<file path="src/rtl/wb_arbiter.sv">
// wb_arbiter: single register-file write port shared by the MEM/WB pipeline
// register and a 2-entry FIFO of long-latency results (divider, uncached load).
// The pipeline always wins; the FIFO drains in idle slots. A per-register busy
// scoreboard tracks long-latency destinations that are still in flight.
// Optional build macro WB_STARVE_LIMIT_EN adds pipe_stall_out, which forces a
// FIFO drain slot after STARVE_MAX consecutive full+pipeline cycles.
module wb_arbiter #(
  parameter int AW         = 5,
  parameter int DW         = 32,
  parameter int NREGS      = 32,
  parameter int STARVE_MAX = 4
) (
  input  logic             clk_in,
  input  logic             reset_in,
  input  logic             pipe_we_in,
  input  logic [AW-1:0]    pipe_waddr_in,
  input  logic [DW-1:0]    pipe_wdata_in,
  input  logic             lu_valid_in,
  input  logic [AW-1:0]    lu_waddr_in,
  input  logic [DW-1:0]    lu_wdata_in,
  output logic             lu_ready_out,
  input  logic             issue_valid_in,
  input  logic [AW-1:0]    issue_waddr_in,
  output logic [NREGS-1:0] busy_out,
`ifdef WB_STARVE_LIMIT_EN
  output logic             pipe_stall_out,
`endif
  output logic             we_out,
  output logic [AW-1:0]    waddr_out,
  output logic [DW-1:0]    wdata_out,
  output logic [1:0]       pend_count_out
);

  logic [AW-1:0]    fifo_addr_q [2];
  logic [DW-1:0]    fifo_data_q [2];
  logic             rd_ptr_q, rd_ptr_d;
  logic             wr_ptr_q, wr_ptr_d;
  logic [1:0]       count_q, count_d;
  logic             we_q, we_d;
  logic [AW-1:0]    waddr_q, waddr_d;
  logic [DW-1:0]    wdata_q, wdata_d;
  logic [NREGS-1:0] busy_q, busy_d;

  logic             full, push, pop, sel_pipe;
  logic [AW-1:0]    head_addr;
  logic [DW-1:0]    head_data;

  // Ready depends only on pre-pop occupancy, so pipe_we_in never reaches it.
  assign full         = (count_q == 2'd2);
  assign lu_ready_out = !full;
  assign push         = lu_valid_in && !full;
  assign head_addr    = fifo_addr_q[rd_ptr_q];
  assign head_data    = fifo_data_q[rd_ptr_q];

`ifdef WB_STARVE_LIMIT_EN
  localparam logic [2:0] STARVE_MAX_C = 3'(STARVE_MAX);

  logic       stall_q, stall_d;
  logic [2:0] starve_q, starve_d;

  // During the stall slot the FIFO head owns the port even if pipe_we_in is set.
  assign sel_pipe       = pipe_we_in && !stall_q;
  assign pipe_stall_out = stall_q;

  // Count consecutive full+pipeline cycles; fire a one-cycle stall at the limit.
  always_comb begin
    stall_d  = 1'b0;
    starve_d = 3'd0;
    if (!stall_q && full && pipe_we_in) begin
      if (3'(starve_q + 3'd1) == STARVE_MAX_C) begin
        stall_d = 1'b1;
      end else begin
        starve_d = 3'(starve_q + 3'd1);
      end
    end
  end

  // Starvation counter and stall flag.
  always_ff @(posedge clk_in) begin
    if (reset_in) begin
      stall_q  <= 1'b0;
      starve_q <= 3'd0;
    end else begin
      stall_q  <= stall_d;
      starve_q <= starve_d;
    end
  end
`else
  assign sel_pipe = pipe_we_in;
`endif

  assign pop = !sel_pipe && (count_q != 2'd0);

  // Select the write source, advance FIFO pointers and update the scoreboard.
  always_comb begin
    we_d     = 1'b0;
    waddr_d  = waddr_q;
    wdata_d  = wdata_q;
    rd_ptr_d = rd_ptr_q;
    wr_ptr_d = wr_ptr_q;
    busy_d   = busy_q;
    count_d  = count_q + 2'(push) - 2'(pop);

    if (sel_pipe) begin
      we_d    = (pipe_waddr_in != '0);
      waddr_d = pipe_waddr_in;
      wdata_d = pipe_wdata_in;
    end else if (pop) begin
      we_d              = (head_addr != '0);
      waddr_d           = head_addr;
      wdata_d           = head_data;
      rd_ptr_d          = !rd_ptr_q;
      busy_d[head_addr] = 1'b0;
    end

    if (push) begin
      wr_ptr_d = !wr_ptr_q;
    end

    // A new issue to the same register overrides the completion clear.
    if (issue_valid_in && (issue_waddr_in != '0)) begin
      busy_d[issue_waddr_in] = 1'b1;
    end
    busy_d[0] = 1'b0;
  end

  // Control and output registers with synchronous reset.
  always_ff @(posedge clk_in) begin
    if (reset_in) begin
      rd_ptr_q <= 1'b0;
      wr_ptr_q <= 1'b0;
      count_q  <= 2'd0;
      we_q     <= 1'b0;
      waddr_q  <= '0;
      wdata_q  <= '0;
      busy_q   <= '0;
    end else begin
      rd_ptr_q <= rd_ptr_d;
      wr_ptr_q <= wr_ptr_d;
      count_q  <= count_d;
      we_q     <= we_d;
      waddr_q  <= waddr_d;
      wdata_q  <= wdata_d;
      busy_q   <= busy_d;
    end
  end

  // FIFO storage; contents are only meaningful under count_q, so no reset.
  always_ff @(posedge clk_in) begin
    if (push && !reset_in) begin
      fifo_addr_q[wr_ptr_q] <= lu_waddr_in;
      fifo_data_q[wr_ptr_q] <= lu_wdata_in;
    end
  end

  assign we_out         = we_q;
  assign waddr_out      = waddr_q;
  assign wdata_out      = wdata_q;
  assign busy_out       = busy_q;
  assign pend_count_out = count_q;

endmodule

</file>
<file path="config.mk">
export PLATFORM = sky130hd
export DESIGN_NAME = wb_arbiter
export DESIGN_NICKNAME = d
export VERILOG_FILES = /design/src/rtl/wb_arbiter.sv
export SDC_FILE = /design/constraint.sdc
export NUM_CORES = 1
export LEC_CHECK = 0
export ABC_AREA = 1
export BUFFER_PORTS_ARGS = -buffer_cell sky130_fd_sc_hd__buf_4
export CAP_MARGIN = 10
export CORE_MARGIN = 2
export CORE_UTILIZATION = 40
export DETAILED_ROUTE_END_ITERATION = 7
export HOLD_SLACK_MARGIN = 0.05
export SLEW_MARGIN = 20
export SYNTH_ARGS = -nofsm -noshare
export SYNTH_HDL_FRONTEND = slang
export SYNTH_SLANG_ARGS = --single-unit
</file>
<file path="constraint.sdc">
create_clock -name clk_in -period 9.3 [get_ports clk_in]
set_clock_uncertainty 0.15 [all_clocks]
set_input_delay 1.86 -clock clk_in [delete_from_list [all_inputs] [get_ports clk_in]]
set_output_delay 1.86 -clock clk_in [all_outputs]
set_load 0.05 [all_outputs]
</file>
---- Word-level counts from Yosys, hierarchy flattened ----
Memory sizes are Yosys's and may differ from the RTL's. A register that Yosys moved wholly into a read port is not among the register bits.
Cells that the tools add are included.
storage, ports and cells
  register bits after elaboration ......... 74
  bits in latches ......................... 0
  memory bits (writable) .................. 74
  memory bits (read-only) ................. 0
  bits of input ports ..................... 84
  output and inout port bits .............. 73
  word-level logic and storage cells ...... 57
  memories ................................ 2
operators by class
  add/sub/neg operators ................... 2
  multipliers ............................. 0
  divide/modulo/power cells ............... 0
  $lt $le $gt $ge ......................... 4
  eq/ne operators ......................... 1
  shift operators ......................... 0
  multiplexer cells ....................... 19
  bitwise logic cells ..................... 4
  reduce and logical (&&, ||, !) cells .... 17
memories
  name         words  bits a word  rd ports  clocked after memory_dff  wr ports  line  text
  fifo_data_q  2      32           1         1                         1         35    logic [DW-1:0] fifo_data_q [2];
  fifo_addr_q  2      5            1         1                         1         34    logic [AW-1:0] fifo_addr_q [2];
operators with widths
  operator                                                               count
  32-bit two-way mux                                                     5
  32-bit bitwise AND                                                     1
  32-bit inverter                                                        1
  32-bit OR                                                              1
  5-bit nonzero test                                                     3
  5-bit by 6-bit < comparator with 1-bit output, second input constant   2
  1-bit demux with 5-bit select                                          2
  5-bit by 1-bit >= comparator with 1-bit output, second input constant  2
  1-bit two-way mux                                                      10
  5-bit two-way mux                                                      2
  1-bit logical AND                                                      6
  1-bit zero test                                                        5
  2-bit nonzero test                                                     2
  2-bit by 1-bit adder with 2-bit output                                 1
  2-bit == test, second input constant                                   1
  2-bit AND reduction                                                    1
  2-bit by 1-bit subtractor with 2-bit output                            1
  1-bit inverter                                                         1

---- Longest topological paths before layout ----
Gate-level depths: netlist of the first run.
  depth after elaboration ................. 10
  mapped depth ............................ 9
  gate-level depth less buffers ........... 9

---- Worst setup path before layout of the first run ----
No wires, ideal clock.
  kind .................................... input port to flip-flop
  start ................................... in reset_in
  end ..................................... mem fifo_addr_q[1][0], enable pin
  library setup time ...................... 0.477 ns
  data arrival time ....................... 4.633 ns
  required time ........................... 8.673 ns
  setup slack ............................. 4.040 ns
  stages on the path ...................... 2
  buffers on the path ..................... 1
  cell sequence ........................... clkbuf_1 -> nor3_1
on the way
  word-level cells in the longest chain between the ends .. 4
ends and longest elaborated chain
  item                                     line  text
  start, declared                          14    input logic reset_in,
  1-bit zero test                          150   if (push && !reset_in) begin
  1-bit logical AND                        150
  1-bit two-way mux                        150
  1-bit two-way mux (not written as such)  151   fifo_addr_q[wr_ptr_q] <= lu_waddr_in;
  end, declared                            34
No other way between the ends.

---- Final worst setup path of the first run ----
  start ................................... in pipe_we_in
  end ..................................... reg waddr_q[4] (netlist: waddr_out[4])
on the way
  word-level cells in the longest chain between the ends .. 3
  elaborated cells on any way between the ends .. 4
  those cells by class .................... mux (1); reduce/logical (3)
ends and longest elaborated chain
  item                          line  text
  start, declared               15    input logic pipe_we_in,
  1-bit zero test               92    assign pop = !sel_pipe && (count_q != 2'd0);
  1-bit logical AND             92
  2-bit nonzero test (no line)  --
  end signal, assigned          142   waddr_q <= waddr_d;
  end, declared                 40    logic [AW-1:0] waddr_q, waddr_d;
Parallel ways exist; a longest one is shown, timed or not.
A chain may end at the register's enable or synchronous reset.

==> impl_metrics.env, run 1 <==
export IMPL_status="finished, final reports clean"
export IMPL_crit_type="in -> reg"
export IMPL_grt_use_total_pct=21.1
export IMPL_first_iter_violations=398
export IMPL_layout_common_cells="nand2_1 (170), buf_4 (158), dfxtp_1 (74), edfxtp_1 (74), a21oi_1 (67)"
export IMPL_htreeDepth=4
export IMPL_powerDensity_mw_per_mm2=257
export IMPL_cellInternalPower_mw=1.33
export IMPL_clk_pin_slew_worst_paths_ps=60
export IMPL_fin_crit_ps=3970
export IMPL_critPathLaunchType="primary input"
export IMPL_critPathBufInv=3
export IMPL_synth_sequential_area_ratio_pct=61.4
export IMPL_cp_required_ps=9500
export IMPL_synth_adder_area_share_pct=0.415
export IMPL_critPathArrivalTime_ps=4180
export IMPL_synth_compound_area_share_pct=12.4
export IMPL_cts_repair_resized=0
export IMPL_seqPwrFrac_pct=39.3
export IMPL_fmax_mhz=252
export IMPL_ant_nets=0
export IMPL_firstDrtPassIters=5
export IMPL_period_share_pct=42.7
export IMPL_die_h_um=127
export IMPL_drive_above_1_share_pct=32.4
export IMPL_grt_pass1_vias=4989
export IMPL_place_congestion=0.827
export IMPL_syn_instance_count=627
export IMPL_max_cap_violations=0
export IMPL_final_common_cell="nand2_1"
export IMPL_maxSlewHeadroom_pct=36.6
export IMPL_post_route_util_pct=53.9
export IMPL_drc_errors=0
export IMPL_post_cts_buffers=0
export IMPL_cts_hold_buf=0
export IMPL_synth_seq_cells=148
export IMPL_worst_pin_slew_ps=949
export IMPL_synth_top_family_by_area="simple AND/OR/NAND/NOR gates"
export IMPL_rows=44
export IMPL_clock_latency_ps=420
export IMPL_cts_root_buf="clkbuf_16"
export IMPL_antenna_cells=0
export IMPL_syn_area_mm2=0.00604
export IMPL_worst_hold_path_type="reg -> reg"
export IMPL_crit_family="buffers and inverters"
export IMPL_maxSlewViolCount=0
export IMPL_numCtsBuffers=17
export IMPL_wl_per_cell_um=17.0
export IMPL_overflow=0
export IMPL_wl_um=16500
export IMPL_grt_pass1_wl_um=26200
export IMPL_power_leakage_nw=3.27
export IMPL_areaGrowthSynthToFinish_pct=30.9
export IMPL_rsz0062_at_grt="false"
export IMPL_synth_nets=713
export IMPL_yosys_warnings=0
export IMPL_die_x_um=127
export IMPL_hpwlAfterDp_um=11000
export IMPL_pwr_share_clk_pct=32.7
export IMPL_core_mm2=0.0146
export IMPL_grt_max_degree=46
export IMPL_tns_ps=0
export IMPL_syn_avg_cell_area_um2=9.63
export IMPL_cts_buffer_depth=2
export IMPL_numClockSinks=148
export IMPL_fin_hold_ws_ps=310
export IMPL_worst_path_largest_cell_delay_ps=630
export IMPL_cts_tree="built"
export IMPL_slowest_stage="inv_1"
export IMPL_port_buffers=155
export IMPL_hold_viol=0
export IMPL_end_kind="register"
export IMPL_initial_core_util_pct=41.2
export IMPL_pwr_share_comb_pct=28.0
export IMPL_dieArea_mm2=0.0161
export IMPL_ir_drop_v=0.000124
export IMPL_synthMuxAreaShare_pct=0
export IMPL_swShare_pct=34.7
export IMPL_num_io_pins=157
export IMPL_synthXorXnorAreaFrac_pct=0.145
export IMPL_synthDistinctLibCells=25
export IMPL_antenna_found_initial=0
export IMPL_power_switching_uw=705
export IMPL_vias_per_cell=5.15
export IMPL_worstPathMaxFanout=38
export IMPL_cp_cell_sequence="buf_4, inv_1, nand2_2, inv_2, nand2_1, o21ai_0, a21oi_1, nor2_1"
export IMPL_nets=861
export IMPL_vias=5002
export IMPL_finalSetupViolCount=0
export IMPL_synth_simple_area_share_pct=20.4
==> final timing paths <==
kind / depth (start not counted) / slack (ps) / startpoint / to
hold reg to reg: 2 / 310 / busy_out[4]$_SDFF_PP0_ / busy_out[4]$_SDFF_PP0_
setup reg to reg: 9 / 6670 / register / busy_out[22]$_SDFF_PP0_
setup / recovery: 8 / 5330 / pipe_we_in / waddr_out[4]$_SDFFE_PP0P_
hold / removal: 2 / 310 / busy_out[4]$_SDFF_PP0_ / busy_out[4]$_SDFF_PP0_
==> state kept, by name, indices dropped and copies added (netlist names), named ones only <==
| signal | flops |
|---|---|
| busy_out | 31 |
| wdata_out | 32 |
| we_out | 1 |
| pend_count_out | 2 |
| waddr_out | 5 |
| rd_ptr_q | 1 |
| fifo_data_q | 64 |
| wr_ptr_q | 1 |
| fifo_addr_q | 10 |
==> synthesized netlist by cell type <==
master / instances / area [um^2]
a21oi_1: 67 / 335
inv_2: 2 / 7.51
nor2_2: 9 / 56.3
or2_2: 33 / 206
o21ai_0: 21 / 105
nand2_1: 170 / 638
dfxtp_1: 74 / 1480
buf_2: 9 / 45.0
nand3_1: 25 / 125
inv_1: 43 / 161
a21oi_2: 2 / 17.5
buf_6: 3 / 33.8
ha_1: 2 / 25.0
nor2_1: 10 / 37.5
conb_1: 1 / 3.75
a31oi_1: 7 / 43.8
xnor2_1: 1 / 8.76
nand4_1: 3 / 18.8
nor2_4: 4 / 45.0
nand2_2: 14 / 87.6
clkbuf_1: 16 / 60.1
edfxtp_1: 74 / 2220
buf_4: 1 / 7.51
nor3_1: 3 / 15.0
o211ai_1: 33 / 248
==> cell families after synthesis <==
group / after synthesis
other: 1
DFF: 148
adders and majority gates: 2
and+or+nand+nor: 271
buffers and inverters: 74
AOI/OAI and AO/OA: 130
xor gates and xnor gates: 1
==> cell type report <==
class,count,area [um^2]
clock buffer,21,482
clock inverter,11,98.8
timing repair buffer,158,1190
multi-input combinational,405,2030
sequential,148,3700
fill,1288,6750
tap,184,230
inverter,45,169
==> layer usage <==
metal / GRT usage [%] / routed length [um] / vias up
met5: 0 / 0 / -
met4: 8.02 / 243 / 0
met3: 5.82 / 1320 / 20
met2: 33.7 / 7720 / 215
met1: 27.5 / 7260 / 2360
li1: - / - / 2407
==> metrics by stage <==
step / std cells / area (um^2) / worst slack, ps / power [mW]
after floorplan: 627 / 6040 / 4040 / 1.20
after global placement: 940 / 7320 / 5020 / 1.37
after detailed placement: 940 / 7320 / 4910 / 1.38
after CTS: 972 / 7900 / 5370 / 2.05
after global routing: 972 / 7900 / 5080 / 2.13
final: 972 / 7900 / 5330 / 2.03
==> power groups by stage <==
stage	Combinational (mW)	Clock (mW)	Sequential, mW
after floorplan	0.259	0	0.946
after global placement	0.562	0	0.811
after detailed placement	0.573	0	0.811
after CTS	0.574	0.678	0.799
after global routing	0.617	0.706	0.806
final	0.570	0.666	0.798
==> worst register-to-register path, delay by kind of cell (launching register included) <==
family	cells	cell delay (ps)
and+or+nand+nor	6	990
buffers and inverters	2	980
DFF	1	290
AOI/OAI and AO/OA	1	70
(Power assumes the default switching activity.)
==> run 2: changes to the inputs <==
--- a/config.mk
+++ b/config.mk
@@ -12,6 +12,7 @@
 export CORE_UTILIZATION = 40
 export DETAILED_ROUTE_END_ITERATION = 7
 export HOLD_SLACK_MARGIN = 0.05
+export PLACE_DENSITY = 0.66
 export SLEW_MARGIN = 20
 export SYNTH_ARGS = -nofsm -noshare
 export SYNTH_HDL_FRONTEND = slang
==> constraint.sdc (replaced) <==
create_clock -name clk_in -period 3.26 [get_ports clk_in]
set_clock_uncertainty 0.15 [all_clocks]
set_input_delay 0.652 -clock clk_in [delete_from_list [all_inputs] [get_ports clk_in]]
set_output_delay 0.652 -clock clk_in [all_outputs]
set_load 0.05 [all_outputs]
==> run 2 against run 1 <==
  * Routed wire length fell by 3.2%
  * Via count rose by 0.24%
  * Worst setup slack got worse by 4300 ps
  * Sequential power rose to 2.8 times the previous value
  * Critical path depth fell by 5
  * Clock power rose to 3.0 times the previous value
==> impl_metrics.env, run 2 (synthesis results as in run 1) <==
export IMPL_status="finished, final reports clean"
export IMPL_maxSlewHeadroom_pct=34.2
export IMPL_hold_path_depth=1
export IMPL_grt_pass1_vias=4822
export IMPL_clock_latency_ps=420
export IMPL_cts_repair_resized=0
export IMPL_cts_buffer_depth=2
export IMPL_areaGrowthSynthToFinish_pct=32.2
export IMPL_numClockSinks=148
export IMPL_layout_common_cells="nand2_1 (170), buf_4 (161), dfxtp_1 (74), edfxtp_1 (74), a21oi_1 (67)"
export IMPL_nets=865
export IMPL_rsz0062_at_grt="false"
export IMPL_worst_pin_slew_ps=986
export IMPL_initial_core_util_pct=41.2
export IMPL_antenna_cells=0
export IMPL_powerDensity_mw_per_mm2=743
export IMPL_finalSetupViolCount=0
export IMPL_slowest_stage="dfxtp_1"
export IMPL_cp_required_ps=2460
export IMPL_hpwlAfterDp_um=10800
export IMPL_wl_um=16000
export IMPL_critPathBufInv=2
export IMPL_use_met1_pct=24.3
export IMPL_vias=5014
export IMPL_cts_root_buf="clkbuf_16"
export IMPL_hold_viol=0
export IMPL_ant_nets=0
export IMPL_dieArea_mm2=0.0161
export IMPL_first_iter_violations=382
export IMPL_drive_above_1_share_pct=32.4
export IMPL_grt_max_degree=46
export IMPL_numCtsBuffers=17
export IMPL_fmax_mhz=449
export IMPL_fillers=1300
export IMPL_place_congestion=0.856
export IMPL_ff2ff_path_depth=9
export IMPL_worst_path_largest_cell_delay_ps=390
export IMPL_drc_errors=0
export IMPL_grt_busiest_layer="met2"
export IMPL_grt_pass1_wl_um=24800
export IMPL_worst_hold_path_type="in -> reg"
export IMPL_rrSetupSlack_ps=1190
export IMPL_wl_per_cell_um=16.4
export IMPL_final_common_cell="nand2_1"
export IMPL_power_leakage_nw=3.31
export IMPL_num_io_pins=157
export IMPL_timing_rr_end="busy_out[22]$_SDFF_PP0_"
export IMPL_crit_family="flip-flops"
export IMPL_grt_util_met2_pct=33.4
export IMPL_grt_use_total_pct=20.1
export IMPL_antenna_found_initial=0
export IMPL_post_cts_buffers=0
export IMPL_worstPathMaxFanout=3
export IMPL_crit_type="reg -> out"
export IMPL_end_kind="primary output"
export IMPL_core_mm2=0.0146
export IMPL_vias_per_cell=5.14
export IMPL_multi_input_area_mm2=0.00204
export IMPL_cts_tree="built"
export IMPL_regMostFlops="fifo_data_q"
export IMPL_rows=44
export IMPL_clk_pin_slew_worst_paths_ps=60
export IMPL_ir_drop_v=0.000406
export IMPL_cp_cell_sequence="inv_1, or2_2, buf_4"
export IMPL_largest_register_ff_count=64
export IMPL_critPathArrivalTime_ps=1420
export IMPL_firstDrtPassIters=7
export IMPL_regArea_mm2=0.00370
export IMPL_period_share_pct=68.3
export IMPL_use_met3_pct=6.37
export IMPL_overflow=0
export IMPL_port_buffers=155
export IMPL_maxSlewViolCount=0
export IMPL_holdPathEnd="fifo_data_q[1][29]$_DFFE_PP_"
export IMPL_htreeDepth=4
export IMPL_place_inst=944
export IMPL_max_cap_violations=0
export IMPL_fin_crit_ps=2230
export IMPL_cts_hold_buf=0
export IMPL_hp_start="lu_wdata_in[29]"
export IMPL_critPathLaunchType="register"
export IMPL_die_x_um=127
export IMPL_layout_cells_non_filler=976
export IMPL_tns_ps=0
export IMPL_die_h_um=127
## run 2: worst max path at each step
stage | start | end | slack [ps] | cells past startpoint
final | pend_count_out[1]$_SDFF_PP0_ | lu_ready_out | 1030 | 3
after global routing | pipe_we_in | wdata_out[14]$_SDFFE_PP0P_ | 900 | 9
after CTS | pend_count_out[1]$_SDFF_PP0_ | lu_ready_out | 1020 | 3
after detailed placement | pipe_we_in | wdata_out[23]$_SDFFE_PP0P_ | 620 | 9
after global placement | pipe_we_in | waddr_out[2]$_SDFFE_PP0P_ | 720 | 9
after floorplan | pend_count_out[0]$_SDFF_PP0_ | fifo_addr_q[0][0]$_DFFE_PP_ | 470 | 3
## run 2: area by class of cell
type | count | area share (%)
multi-input combinational | 405 | 25.5
clock inverter | 15 | 2.35
tap | 184 | 2.88
inverter | 45 | 2.12
sequential | 148 | 46.4
clock buffer | 17 | 5.33
timing repair buffer | 162 | 15.4
## run 2: worst reg2reg max path, delay by kind of cell, from the launching register on
family	cells	cell delay (ps)
AO/OA/AOI/OAI	1	60
buffers and inverters	2	610
AND/OR/NAND/NOR	6	810
flip-flops	1	310
## run 2: metal layers
layer | part of all wire (%) | routed length [um]
met4 | 2.1 | 331
met1 | 42 | 6730
met2 | 48 | 7690
met3 | 7.8 | 1250
met5 | 0 | 0
## run 2: where the power goes
| group | switching, mW | internal (mW) | leakage [nW] |
|---|---|---|---|
| logic | 1.14 | 0.498 | 1.73 |
| registers | 0.0989 | 2.17 | 1.28 |
| clock network | 0.756 | 1.27 | 0.296 |
| total | 1.99 | 3.94 | 3.31 |
## run 2: stage by stage
stage	setup WS, ps	cell area [um^2]	hold slack, ps	power (mW)	utilization (%)
final	1030	7980	258	5.93	54.5
after global routing	903	7980	240	6.19	54.5
after CTS	1020	7980	247	5.97	54.5
after floorplan	470	6050	276	3.44	-
after detailed placement	624	7370	300	3.95	50.3
after global placement	717	7370	285	3.92	50.3
